==> src/rtl/adc_avg_decim.sv <==
// Window averager/decimator behind the serial ADC receiver: accumulates 2**LOG2N
// samples and presents their truncated mean, min and max on a valid/ready port.
module adc_avg_decim #(
    parameter int DW    = 11,
    parameter int LOG2N = 3
) (
    input  logic          sclk,
    input  logic          rst,
    input  logic          en,
    input  logic          restart,
    input  logic          sample_tick,
    input  logic [DW-1:0] sample_in,
    input  logic          avg_ready,
    output logic          avg_valid,
    output logic [DW-1:0] avg_out,
    output logic [DW-1:0] min_out,
    output logic [DW-1:0] max_out,
    output logic          overrun,
    input  logic          clr_overrun
);

    localparam int SW = DW + LOG2N;

    typedef enum logic {EMPTY, FULL} state_t;

    state_t           state;
    logic [LOG2N-1:0] cnt;
    logic [SW-1:0]    sum;
    logic [DW-1:0]    win_min;
    logic [DW-1:0]    win_max;

    logic             accept;
    logic             win_done;
    logic [SW-1:0]    sum_nxt;
    logic [DW-1:0]    min_nxt;
    logic [DW-1:0]    max_nxt;

    // Mean of the window: plain right shift, no rounding term.
    function automatic logic [DW-1:0] mean_trunc(input logic [SW-1:0] s);
        logic [SW-1:0] q;
        q = s >> LOG2N;
        return q[DW-1:0];
    endfunction

    assign accept   = sample_tick & en & ~restart;
    assign win_done = accept & (cnt == {LOG2N{1'b1}});
    assign sum_nxt  = sum + SW'(sample_in);
    assign min_nxt  = (sample_in < win_min) ? sample_in : win_min;
    assign max_nxt  = (sample_in > win_max) ? sample_in : win_max;

    // Window accumulation; the final accept re-arms the window on the same edge.
    always_ff @(posedge sclk) begin
        if (rst || restart) begin
            cnt     <= '0;
            sum     <= '0;
            win_min <= '1;
            win_max <= '0;
        end else if (accept) begin
            cnt <= cnt + 1'b1;
            if (win_done) begin
                sum     <= '0;
                win_min <= '1;
                win_max <= '0;
            end else begin
                sum     <= sum_nxt;
                win_min <= min_nxt;
                win_max <= max_nxt;
            end
        end
    end

    // Output FSM with registered result; clr_overrun is overridden by a drop on the same edge.
    always_ff @(posedge sclk) begin
        if (rst) begin
            state     <= EMPTY;
            avg_valid <= 1'b0;
            avg_out   <= '0;
            min_out   <= '0;
            max_out   <= '0;
            overrun   <= 1'b0;
        end else begin
            if (clr_overrun)
                overrun <= 1'b0;
            case (state)
                EMPTY: begin
                    if (win_done) begin
                        avg_out   <= mean_trunc(sum_nxt);
                        min_out   <= min_nxt;
                        max_out   <= max_nxt;
                        avg_valid <= 1'b1;
                        state     <= FULL;
                    end
                end
                FULL: begin
                    if (win_done && avg_ready) begin
                        avg_out <= mean_trunc(sum_nxt);
                        min_out <= min_nxt;
                        max_out <= max_nxt;
                    end else if (win_done) begin
                        overrun <= 1'b1;
                    end else if (avg_ready) begin
                        avg_valid <= 1'b0;
                        state     <= EMPTY;
                    end
                end
                default: begin
                    avg_valid <= 1'b0;
                    state     <= EMPTY;
                end
            endcase
        end
    end

endmodule

==> config.mk <==
export PLATFORM = sky130hd
export DESIGN_NAME = adc_avg_decim
export DESIGN_NICKNAME = d
export VERILOG_FILES = /design/src/rtl/adc_avg_decim.sv
export SDC_FILE = /design/constraint.sdc
export NUM_CORES = 1
export LEC_CHECK = 0
export ABC_AREA = 1
export CORE_MARGIN = 2
export CORE_UTILIZATION = 61
export DETAILED_ROUTE_END_ITERATION = 8
export PLACE_DENSITY = 0.88
export SYNTH_ARGS = -nofsm -noshare
export SYNTH_HDL_FRONTEND = slang
export SYNTH_SLANG_ARGS = --single-unit
export TNS_END_PERCENT = 30
==> constraint.sdc <==
create_clock -name sclk -period 3.3 [get_ports sclk]
set_clock_uncertainty 0.1 [all_clocks]
set_input_delay 0.33 -clock sclk [delete_from_list [all_inputs] [get_ports sclk]]
set_output_delay 0.33 -clock sclk [all_outputs]
set_load 0.02 [all_outputs]
==> results of run 1 <==
[layout by cell type, fill, tap and decap left out, types with 4 or more instances in the layout]
cell type / synthesis / routed
o21ai_0: 4 / 4
clkbuf_8: 0 / 12
ha_1: 34 / 34
buf_4: 3 / 6
nand2_1: 221 / 221
dfxtp_1: 75 / 75
nand3b_1: 4 / 4
inv_1: 96 / 96
o21ai_1: 7 / 7
nand4_1: 13 / 13
clkdlybuf4s50_1: 0 / 52
a21oi_1: 57 / 57
xor2_1: 4 / 4
nand3_1: 46 / 46
nor2_1: 81 / 81
[per-layer routing]
| metal | global-route usage, % | wire length, um | up-vias | part of all wire, % |
|---|---|---|---|---|
| met5 | 0 | 0 | - | 0 |
| met4 | 15.88 | 408 | 0 | 3.7 |
| met3 | 4.845 | 651 | 37 | 5.9 |
| met2 | 51.20 | 5463 | 162 | 49 |
| met1 | 34.47 | 4522 | 2008 | 41 |
| li1 | - | - | 2238 | - |
[final cells by class]
cell class	count	area share (%)
clock inverters	4	0.9097
well taps	99	2.370
inverters	99	7.206
clock buffers	12	3.160
repair buffers	58	10.82
flip-flops and latches	75	28.73
multi-input cells	488	46.80
[flip-flops by register name, summed over array words and instances, names as in the netlist]
signal	cells
sum	14
state	1
max_out	11
avg_out	11
min_out	11
overrun	1
win_max	11
avg_valid	1
cnt	3
win_min	11
[cells by family after synthesis]
family          share of synthesized area [%]
simple gates                            35.07
fa+ha+maj                               9.964
buf+inv                                 11.70
compound gates                          8.312
flops                                   33.59
xor+xnor                                1.371
[power breakdown]
group	switching [mW]	total [mW]	internal (mW)
Clock	0.351	0.760	0.409
Sequential	0.00537	0.917	0.912
Combinational	0.146	0.224	0.0774
Total	0.503	1.90	1.40
[critical path: stages]
cell and delay (ns):
clkdlybuf4s50_1 0.68, ha_1 0.31, a21oi_1 0.16, nor2_1 0.06
nor3b_2 0.14, buf_4 0.19, nand3_1 0.38, nand2_1 0.23
nand3_1 0.10, nand2_1 0.10, inv_1 0.06
[Yosys cell counts, types with 2 or more instances]
master	n	area share, %
xnor2_1	3	0.59
nand3b_1	4	0.67
buf_4	3	0.50
nand3_1	46	5.1
clkbuf_1	5	0.42
ha_1	34	9.5
nor2_4	2	0.50
nand4_1	13	1.8
xor2_1	4	0.78
o21ai_0	4	0.45
nor2_1	81	6.8
buf_6	3	0.76
nand2_1	221	19
buf_2	12	1.3
a21oi_1	57	6.4
nor3_1	2	0.22
dfxtp_1	75	34
buf_1	3	0.25
inv_1	96	8.1
o21ai_1	7	0.78
[stage by stage]
step / instances / total power [mW] / hold WS [ns] / util (%)
after CTS: 835 / 1.902 / 0.3688 / 72.83
final: 835 / 1.901 / 0.3658 / 72.83
after global routing: 835 / 1.978 / 0.3898 / 72.83
after floorplan: 688 / 1.084 / 0.3301 / -
after detailed placement: 819 / 1.156 / 0.3570 / 69.87
after global placement: 819 / 1.147 / 0.3421 / 69.87
[path summary, 6_finish.rpt]
check,from,endpoint,cells after the start
worst max-delay path,sample_in[8],min_out[2]$_SDFFE_PP0P_,11
worst min-delay path,state$_SDFF_PP0_,avg_valid$_SDFFE_PP0P_,1
worst max register to register,win_min[6]$_SDFFE_PP1P_,min_out[2]$_SDFFE_PP0P_,10
worst min register to register,state$_SDFF_PP0_,avg_valid$_SDFFE_PP0P_,1
==> reports/qor.yml, run 1 <==
sta:
  setup-violations-final: 0
  rsz0062_at_grt: "false"
  max_freq_mhz: 386.4
  setup_ws_ns: 0.7120
  slew_violations: 0
  fin_crit_sh_pct: 78.42
  maxSlewHeadroom_pct: 45.14
  finalHoldViolations: 0
  fin_setup_tns_ns: 0
  period_minus_slack_ns: 2.588
  tightestPinTransition_ns: 0.8178
grt:
  grt_pass1_vias: 4076
  antenna_found_initial: 0
  grt_max_degree: 61
  overflow: 0
  grt_pass1_wl_um: 18330
  track_usage_pct: 29.43
finish:
  fin_area_sq_um: 5226
  drive_gt1_share_pct: 4.212
  seq_area_sq_um: 1501
  fin_nets: 784
  multiInputGateArea_sq_um: 2446
  diodes: 0
  area_delta_synth_final_pct: 16.90
  fillers: 571
synthesis:
  yosysWarnings: 0
  syn_area_per_cell_sq_um: 6.498
  postSynth.asyncResetShare_pct: 0
  ys.flop_type: "dfxtp_1"
  syn_inst: 688
  ys_types: 33
  synth-edff-count: 0
  synth_seq_area_share_pct: 33.59
  syn_nets: 741
  ys_seq_elements: 75
  syn_area_sq_um: 4471
floorplanning:
  die-area_sq_um: 8030
  io_pins: 53
  initial_core_util_pct: 62.30
  die_w_um: 89.61
  core-area_sq_um: 7176
  die_h_um: 89.61
  num_rows: 31
power_and_ir_drop:
  ir_worst_vdd_uv: 229.9
  p_leak_nw: 2.608
  power_density_nw_per_um2: 363.7
placement:
  place_ws_ns: 0.4578
  post_dp_cell_area_sq_um: 5014
  place.gp.congestion: 0.9169
  place_hpwl_um: 7798
  io_buffers: 52
clock_network:
  clockBufferDepth: 2
  clock-sinks: 75
  cts_resized: 0
  post_cts_buffers: 0
  clk_latency_ns: 0.36
  cts_hold_buf: 0
  cts_tree: "done"
  cts-root-buf: "clkbuf_8"
  cts_htree_levels: 3
  numCtsBuffers: 9
  cts.clk_slew.worst_paths_ns: 0.08
run:
  max-cap-violations: 0
worst_setup_path:
  criticalPathCategory: "in2reg"
  critPathLaunchType: "input pin"
  worstPathMaxFanout: 12
  end_kind: "flop"
  crit_required_ns: 3.45
  rrSetupSlack_ns: 0.95
  arrival_ns: 2.74
routing:
  vias_per_cell: 5.323
  firstDrtPassIters: 5
  drc_errors: 0
  dr_total_vias: 4445
  ant_nets: 0
  post_drt_wl_per_cell_um: 13.23
  drt_iter0_drc: 274
  wl_um: 11050
min_path:
  hold_class: "reg2reg"
outcome:
  status: "completed"
Power figures use the tool's default switching activity.
==> run 2, diff against run 1 <==
--- a/config.mk
+++ b/config.mk
@@ -7,9 +7,9 @@
 export LEC_CHECK = 0
 export ABC_AREA = 1
 export CORE_MARGIN = 2
-export CORE_UTILIZATION = 61
+export CORE_UTILIZATION = 56
 export DETAILED_ROUTE_END_ITERATION = 8
-export PLACE_DENSITY = 0.88
+export PLACE_DENSITY = 0.82
 export SYNTH_ARGS = -nofsm -noshare
 export SYNTH_HDL_FRONTEND = slang
 export SYNTH_SLANG_ARGS = --single-unit
==> constraint.sdc (replaced) <==
create_clock -name sclk -period 2.45 [get_ports sclk]
set_clock_uncertainty 0.1 [all_clocks]
set_input_delay 0.245 -clock sclk [delete_from_list [all_inputs] [get_ports sclk]]
set_output_delay 0.245 -clock sclk [all_outputs]
set_load 0.02 [all_outputs]
==> reports/qor.yml, run 2 (synthesized netlist as in run 1, its figures left out) <==
sta:
  fin_setup_tns_ns: 0  # unchanged
  finalHoldViolations: 0  # unchanged
  fin_crit_sh_pct: 86.66
  tightestPinTransition_ns: 0.8470  # +0.02915 ns
  period_minus_slack_ns: 2.123
  maxSlewHeadroom_pct: 43.19  # -2.0 points
  slew_violations: 0  # unchanged
  rsz0062_at_grt: "false"
  setup-violations-final: 0  # unchanged
  max_freq_mhz: 471.0
clock_network:
  clk_latency_ns: 0.36  # about the same
  post_cts_buffers: 0  # unchanged
  clock-sinks: 75  # unchanged
  cts.clk_slew.worst_paths_ns: 0.08  # about the same
  cts_resized: 0  # unchanged
  cts_htree_levels: 3  # unchanged
  cts_hold_buf: 0  # unchanged
  cts_tree: "done"
  cts-root-buf: "clkbuf_8"
  clockBufferDepth: 2  # unchanged
  numCtsBuffers: 9  # unchanged
finish:
  diodes: 0  # unchanged
  largest_reg_flops: 14  # unchanged
  regMostFlops: "sum"
  area_delta_synth_final_pct: 19.26
  utilization_pct: 68.99  # -3.8 points
  layout_common_cells: "221 x nand2_1, 96 x inv_1, 81 x nor2_1"
  layout_commonest_cell: "nand2_1"
  fillers: 648  # +13%
  fin_nets: 796  # +1.5%
  drive_gt1_share_pct: 5.749  # +1.5 points
power_and_ir_drop:
  p_total_mw: 2.641  # +39%
  ir_worst_vdd_uv: 281.3  # +22%
  power_density_nw_per_um2: 495.3  # +36%
  p_leak_nw: 2.669  # +2.4%
grt:
  antenna_found_initial: 0  # unchanged
  grt_pass1_vias: 4268  # +4.7%
  track_usage_pct: 27.92  # -1.5 points
  grt_pass1_wl_um: 19350  # +5.5%
  grt_max_degree: 61  # unchanged
  overflow: 0  # unchanged
routing:
  ant_nets: 0  # unchanged
  drt_iter0_drc: 260  # -5.1%
  firstDrtPassIters: 5  # unchanged
  wl_um: 11230  # +1.6%
  drc_errors: 0  # unchanged
  dr_total_vias: 4477  # +0.72%
  post_drt_wl_per_cell_um: 13.21  # -0.15%
  vias_per_cell: 5.267  # -1.1%
worst_setup_path:
  reg2reg_to: "avg_out[5]$_SDFFE_PP0P_"
  end_kind: "flop"
  critPathLaunchType: "input pin"
  crit_required_ns: 2.62  # -0.83 ns
  crit_family: "buffers and inverters"
  arrival_ns: 2.29  # -0.45 ns
  slowest_delay_ns: 0.54  # -0.14 ns
  criticalPathCategory: "in2reg"
  reg2reg_depth: 10  # unchanged
  crit_slowest_cell: "clkdlybuf4s50_1"
  path_cells: "clkdlybuf4s50_1, buf_4, ha_1, a21oi_1, nand2_1, a21oi_1, nand2_1, nand2_1, nand3_1, a21oi_1"
  worstPathMaxFanout: 4  # -8
  r2r_start: "cnt[0]$_SDFFE_PP0P_"
  worstPathBufferInverterCount: 2  # -1
  rrSetupSlack_ns: 0.33  # -0.62 ns
placement:
  place.gp.congestion: 0.9254  # +0.93%
  io_buffers: 52  # unchanged
  place_hpwl_um: 8021  # +2.9%
floorplanning:
  die_h_um: 93.35  # +4.2%
  initial_core_util_pct: 57.85  # -4.4 points
  io_pins: 53  # unchanged
  core-area_sq_um: 7727  # +7.7%
  die-area_sq_um: 8714  # +8.5%
  die_w_um: 93.35  # +4.2%
  num_rows: 32  # +3.2%
min_path:
  hold_end: "win_max[10]$_SDFFE_PP0P_"
  hold_class: "reg2reg"
  hold_depth: 2  # +1
  worstHoldStart: "win_max[10]$_SDFFE_PP0P_"
outcome:
  status: "completed"
run:
  max-cap-violations: 0  # unchanged
-- run 2: cell types whose count changed in the layout (fill, tap and decap cells not counted), sizes merged --
cell and delta:
buf +12, bufinv +1, clkbuf -2, inv +1
-- run 2: worst reg2reg max path: cells and delay by family, from the launching register on --
| kind | cells | cell delay, ns |
|---|---|---|
| flops | 1 | 0.33 |
| buf+inv | 3 | 0.56 |
| compound gates | 1 | 0.12 |
| fa+ha+maj | 2 | 0.42 |
| simple gates | 4 | 0.48 |
-- run 2: where the power goes --
part           total [mW]  leakage, nW  internal (mW)  switching, mW
Clock                1.09        0.113          0.601          0.490
Sequential           1.23        0.605           1.23        0.00662
Combinational       0.314         1.95          0.116          0.198
-- run 2: metrics by stage --
step | setup slack, ns | hold slack (ns) | std cells | area [sq um]
after CTS | 0.3137 | 0.3676 | 850 | 5331
after global routing | 0.1314 | 0.3868 | 850 | 5331
after floorplan | 0.6945 | 0.2637 | 688 | 4471
final | 0.3270 | 0.3680 | 850 | 5331
after detailed placement | 0.003291 | 0.3559 | 834 | 5107
after global placement | 0.04624 | 0.3404 | 834 | 5107
-- run 2: layer usage --
| metal | vias to the layer above | track usage (%) | wire length (um) |
|---|---|---|---|
| li1 | 2260 | - | - |
| met1 | 2056 | 34.28 | 4682 |
| met2 | 140 | 48.44 | 5604 |
| met3 | 21 | 4.593 | 682 |
| met4 | 0 | 11.40 | 259 |
| met5 | - | 0 | 0 |
-- run 2: cell type report --
cell class | count | area (sq um) | share of cell area [%]
flip-flops and latches | 75 | 1501 | 28.16
clock inverters | 6 | 86.33 | 1.619
clock buffers | 10 | 137.6 | 2.582
multi-input cells | 488 | 2446 | 45.88
inverters | 99 | 376.6 | 7.064
repair buffers | 70 | 655.6 | 12.30
well taps | 102 | 127.6 | 2.394
-- run 2: worst max-delay path by stage --
stage,cells after the start,slack (ns),end,startpoint
finish,10,0.33,sum[13]$_SDFFE_PP0P_,sample_in[8]
global route,14,0.13,max_out[8]$_SDFFE_PP0P_,sample_in[6]
floorplan,10,0.69,avg_out[3]$_SDFFE_PP0P_,sum[0]$_SDFFE_PP0P_
detailed placement,11,0.003,avg_out[10]$_SDFFE_PP0P_,sample_in[8]
CTS,10,0.31,avg_out[5]$_SDFFE_PP0P_,cnt[0]$_SDFFE_PP0P_
global placement,11,0.05,avg_out[10]$_SDFFE_PP0P_,sample_in[8]
==> run 3, diff against run 2 <==
--- a/config.mk
+++ b/config.mk
@@ -7,9 +7,10 @@
 export LEC_CHECK = 0
 export ABC_AREA = 1
 export CORE_MARGIN = 2
-export CORE_UTILIZATION = 56
+export CORE_UTILIZATION = 58
+export CTS_BUF_LIST = sky130_fd_sc_hd__clkbuf_2 sky130_fd_sc_hd__clkbuf_4 sky130_fd_sc_hd__clkbuf_8
 export DETAILED_ROUTE_END_ITERATION = 8
-export PLACE_DENSITY = 0.82
+export PLACE_DENSITY = 0.84
 export SYNTH_ARGS = -nofsm -noshare
 export SYNTH_HDL_FRONTEND = slang
 export SYNTH_SLANG_ARGS = --single-unit
==> reports/qor.yml, run 3 (synthesized netlist as in run 1, its figures left out) <==
worst_setup_path:
  criticalPathCategory: "in2reg"
  reg2reg_to: "min_out[10]$_SDFFE_PP0P_"
  slowest_delay_ns: 0.61  # +0.07 ns
  arrival_ns: 2.29  # about the same
  r2r_start: "cnt[0]$_SDFFE_PP0P_"
  crit_path_frequent_cell: "nand2_1"
  crit_required_ns: 2.60  # -0.02 ns
  end_kind: "flop"
  worstPathBufferInverterCount: 2  # unchanged
  crit_slowest_cell: "clkdlybuf4s50_1"
  crit_end: "win_max[1]$_SDFFE_PP0P_"
  rrSetupSlack_ns: 0.37  # +0.04 ns
  worstPathMaxFanout: 10  # +6
  cp_num_cells: 12  # +2
  reg2reg_depth: 10  # unchanged
  crit_family: "simple AND/OR/NAND/NOR gates"
  path_cells: "clkdlybuf4s50_1, ha_1, nand2_1, inv_1, nand2_1, nor2_1, nand2_1, nand3_2, nand2_2, nand2_1, nand3_1, a21oi_1"
  critPathLaunchType: "input pin"
  cp-startpoint: "sample_in[7]"
finish:
  diodes: 0  # unchanged
  area_delta_synth_final_pct: 18.25
  drive_gt1_share_pct: 5.496  # -0.25 points
  layout_commonest_cell: "nand2_1"
  layout_common_cells: "221 x nand2_1, 96 x inv_1, 81 x nor2_1"
  regMostFlops: "sum"
  utilization_pct: 69.49  # +0.50 points
  fin_nets: 795  # -0.13%
  largest_reg_flops: 14  # unchanged
power_and_ir_drop:
  power_density_nw_per_um2: 468.6  # -5.4%
  ir_worst_vdd_uv: 224.2  # -20%
  p_leak_nw: 2.644  # -0.97%
grt:
  antenna_found_initial: 0  # unchanged
  grt_max_degree: 61  # unchanged
  overflow: 0  # unchanged
  grt_pass1_vias: 4243  # -0.59%
  grt_pass1_wl_um: 18520  # -4.3%
  track_usage_pct: 26.85  # -1.1 points
floorplanning:
  io_pins: 53  # unchanged
  core-area_sq_um: 7607  # -1.6%
  die-area_sq_um: 8426  # -3.3%
  num_rows: 32  # unchanged
  die_w_um: 91.80  # -1.7%
  initial_core_util_pct: 58.77  # +0.91 points
  die_h_um: 91.80  # -1.7%
min_path:
  hold_class: "reg2reg"
  hold_depth: 2  # unchanged
clock_network:
  cts_resized: 0  # unchanged
  clock-sinks: 75  # unchanged
  cts_htree_levels: 3  # unchanged
  clockBufferDepth: 2  # unchanged
  cts.clk_slew.worst_paths_ns: 0.08  # about the same
  numCtsBuffers: 9  # unchanged
  cts_hold_buf: 0  # unchanged
  cts-root-buf: "clkbuf_8"
  post_cts_buffers: 0  # unchanged
  clk_latency_ns: 0.35  # about the same
  cts_tree: "done"
run:
  max-cap-violations: 0  # unchanged
sta:
  finalHoldViolations: 0  # unchanged
  setup_ws_ns: 0.3130  # -0.01392 ns
  fin_crit_sh_pct: 87.22  # +0.57 points
  maxSlewHeadroom_pct: 44.73  # +1.5 points
  setup-violations-final: 0  # unchanged
  period_minus_slack_ns: 2.137  # +0.01392 ns
  tightestPinTransition_ns: 0.8240  # -0.02302 ns
  max_freq_mhz: 468.0  # -0.65%
  rsz0062_at_grt: "false"
  slew_violations: 0  # unchanged
  fin_setup_tns_ns: 0  # unchanged
placement:
  io_buffers: 52  # unchanged
  place_ws_ns: -0.01346  # -0.01676 ns
  place_hpwl_um: 7943  # -0.97%
  place.gp.congestion: 0.9724  # +5.1%
routing:
  ant_nets: 0  # unchanged
  drc_errors: 0  # unchanged
  dr_total_vias: 4483  # +0.13%
  firstDrtPassIters: 5  # unchanged
  post_drt_wl_per_cell_um: 12.92  # -2.2%
  vias_per_cell: 5.287  # +0.37%
  drt_iter0_drc: 227  # -13%
  wl_um: 10960  # -2.4%
outcome:
  status: "completed"
[run 3: area by class of cell]
type / count / area, sq um
Clock buffer: 10 / 131.4
Fill cell: 654 / 2321
Timing Repair Buffer: 69 / 648.1
Multi-Input combinational cell: 488 / 2446
Inverter: 99 / 376.6
Clock inverter: 5 / 55.05
Sequential cell: 75 / 1501
Tap cell: 102 / 127.6
[run 3: report_power, final]
part | switching [mW] | internal (mW) | leakage [nW]
combinational | 0.197 | 0.114 | 1.95
sequential | 0.00703 | 1.23 | 0.605
clock | 0.458 | 0.473 | 0.0916
total | 0.662 | 1.82 | 2.64
[run 3: worst min-delay path: cells and delay by family, from the launching register on]
kind	cells	cell delay, ns
AOI/OAI and AO/OA	1	0.05
DFF	1	0.32
and+or+nand+nor	1	0.06
[run 3: how the worst min path moves through the flow]
stage	startpoint	end	slack [ns]
after floorplan	avg_ready	avg_valid$_SDFFE_PP0P_	0.26
after global placement	state$_SDFF_PP0_	avg_valid$_SDFFE_PP0P_	0.34
after detailed placement	win_max[9]$_SDFFE_PP0P_	win_max[9]$_SDFFE_PP0P_	0.36
after CTS	win_max[3]$_SDFFE_PP0P_	win_max[3]$_SDFFE_PP0P_	0.37
after global routing	sum[8]$_SDFFE_PP0P_	sum[8]$_SDFFE_PP0P_	0.39
final	sum[5]$_SDFFE_PP0P_	sum[5]$_SDFFE_PP0P_	0.37
[run 3: per-layer routing]
layer | vias up | GRT usage, % | share of wire, %
met4 | 0 | 12.56 | 3.7
met2 | 143 | 48.59 | 49
li1 | 2264 | - | -
met5 | - | 0 | 0
met1 | 2044 | 30.34 | 42
met3 | 32 | 5.012 | 5.1
[run 3: stage by stage]
stage / hold slack, ns / area [sq um] / power (mW) / std cells
6_report: 0.3734 / 5286 / 2.477 / 848
5_1_grt: 0.3903 / 5286 / 2.578 / 848
4_1_cts: 0.3716 / 5286 / 2.480 / 848
3_5_place_dp: 0.3567 / 5100 / 1.568 / 833
3_3_place_gp: 0.3360 / 5100 / 1.556 / 833
2_1_floorplan: 0.2637 / 4471 / 1.460 / 688
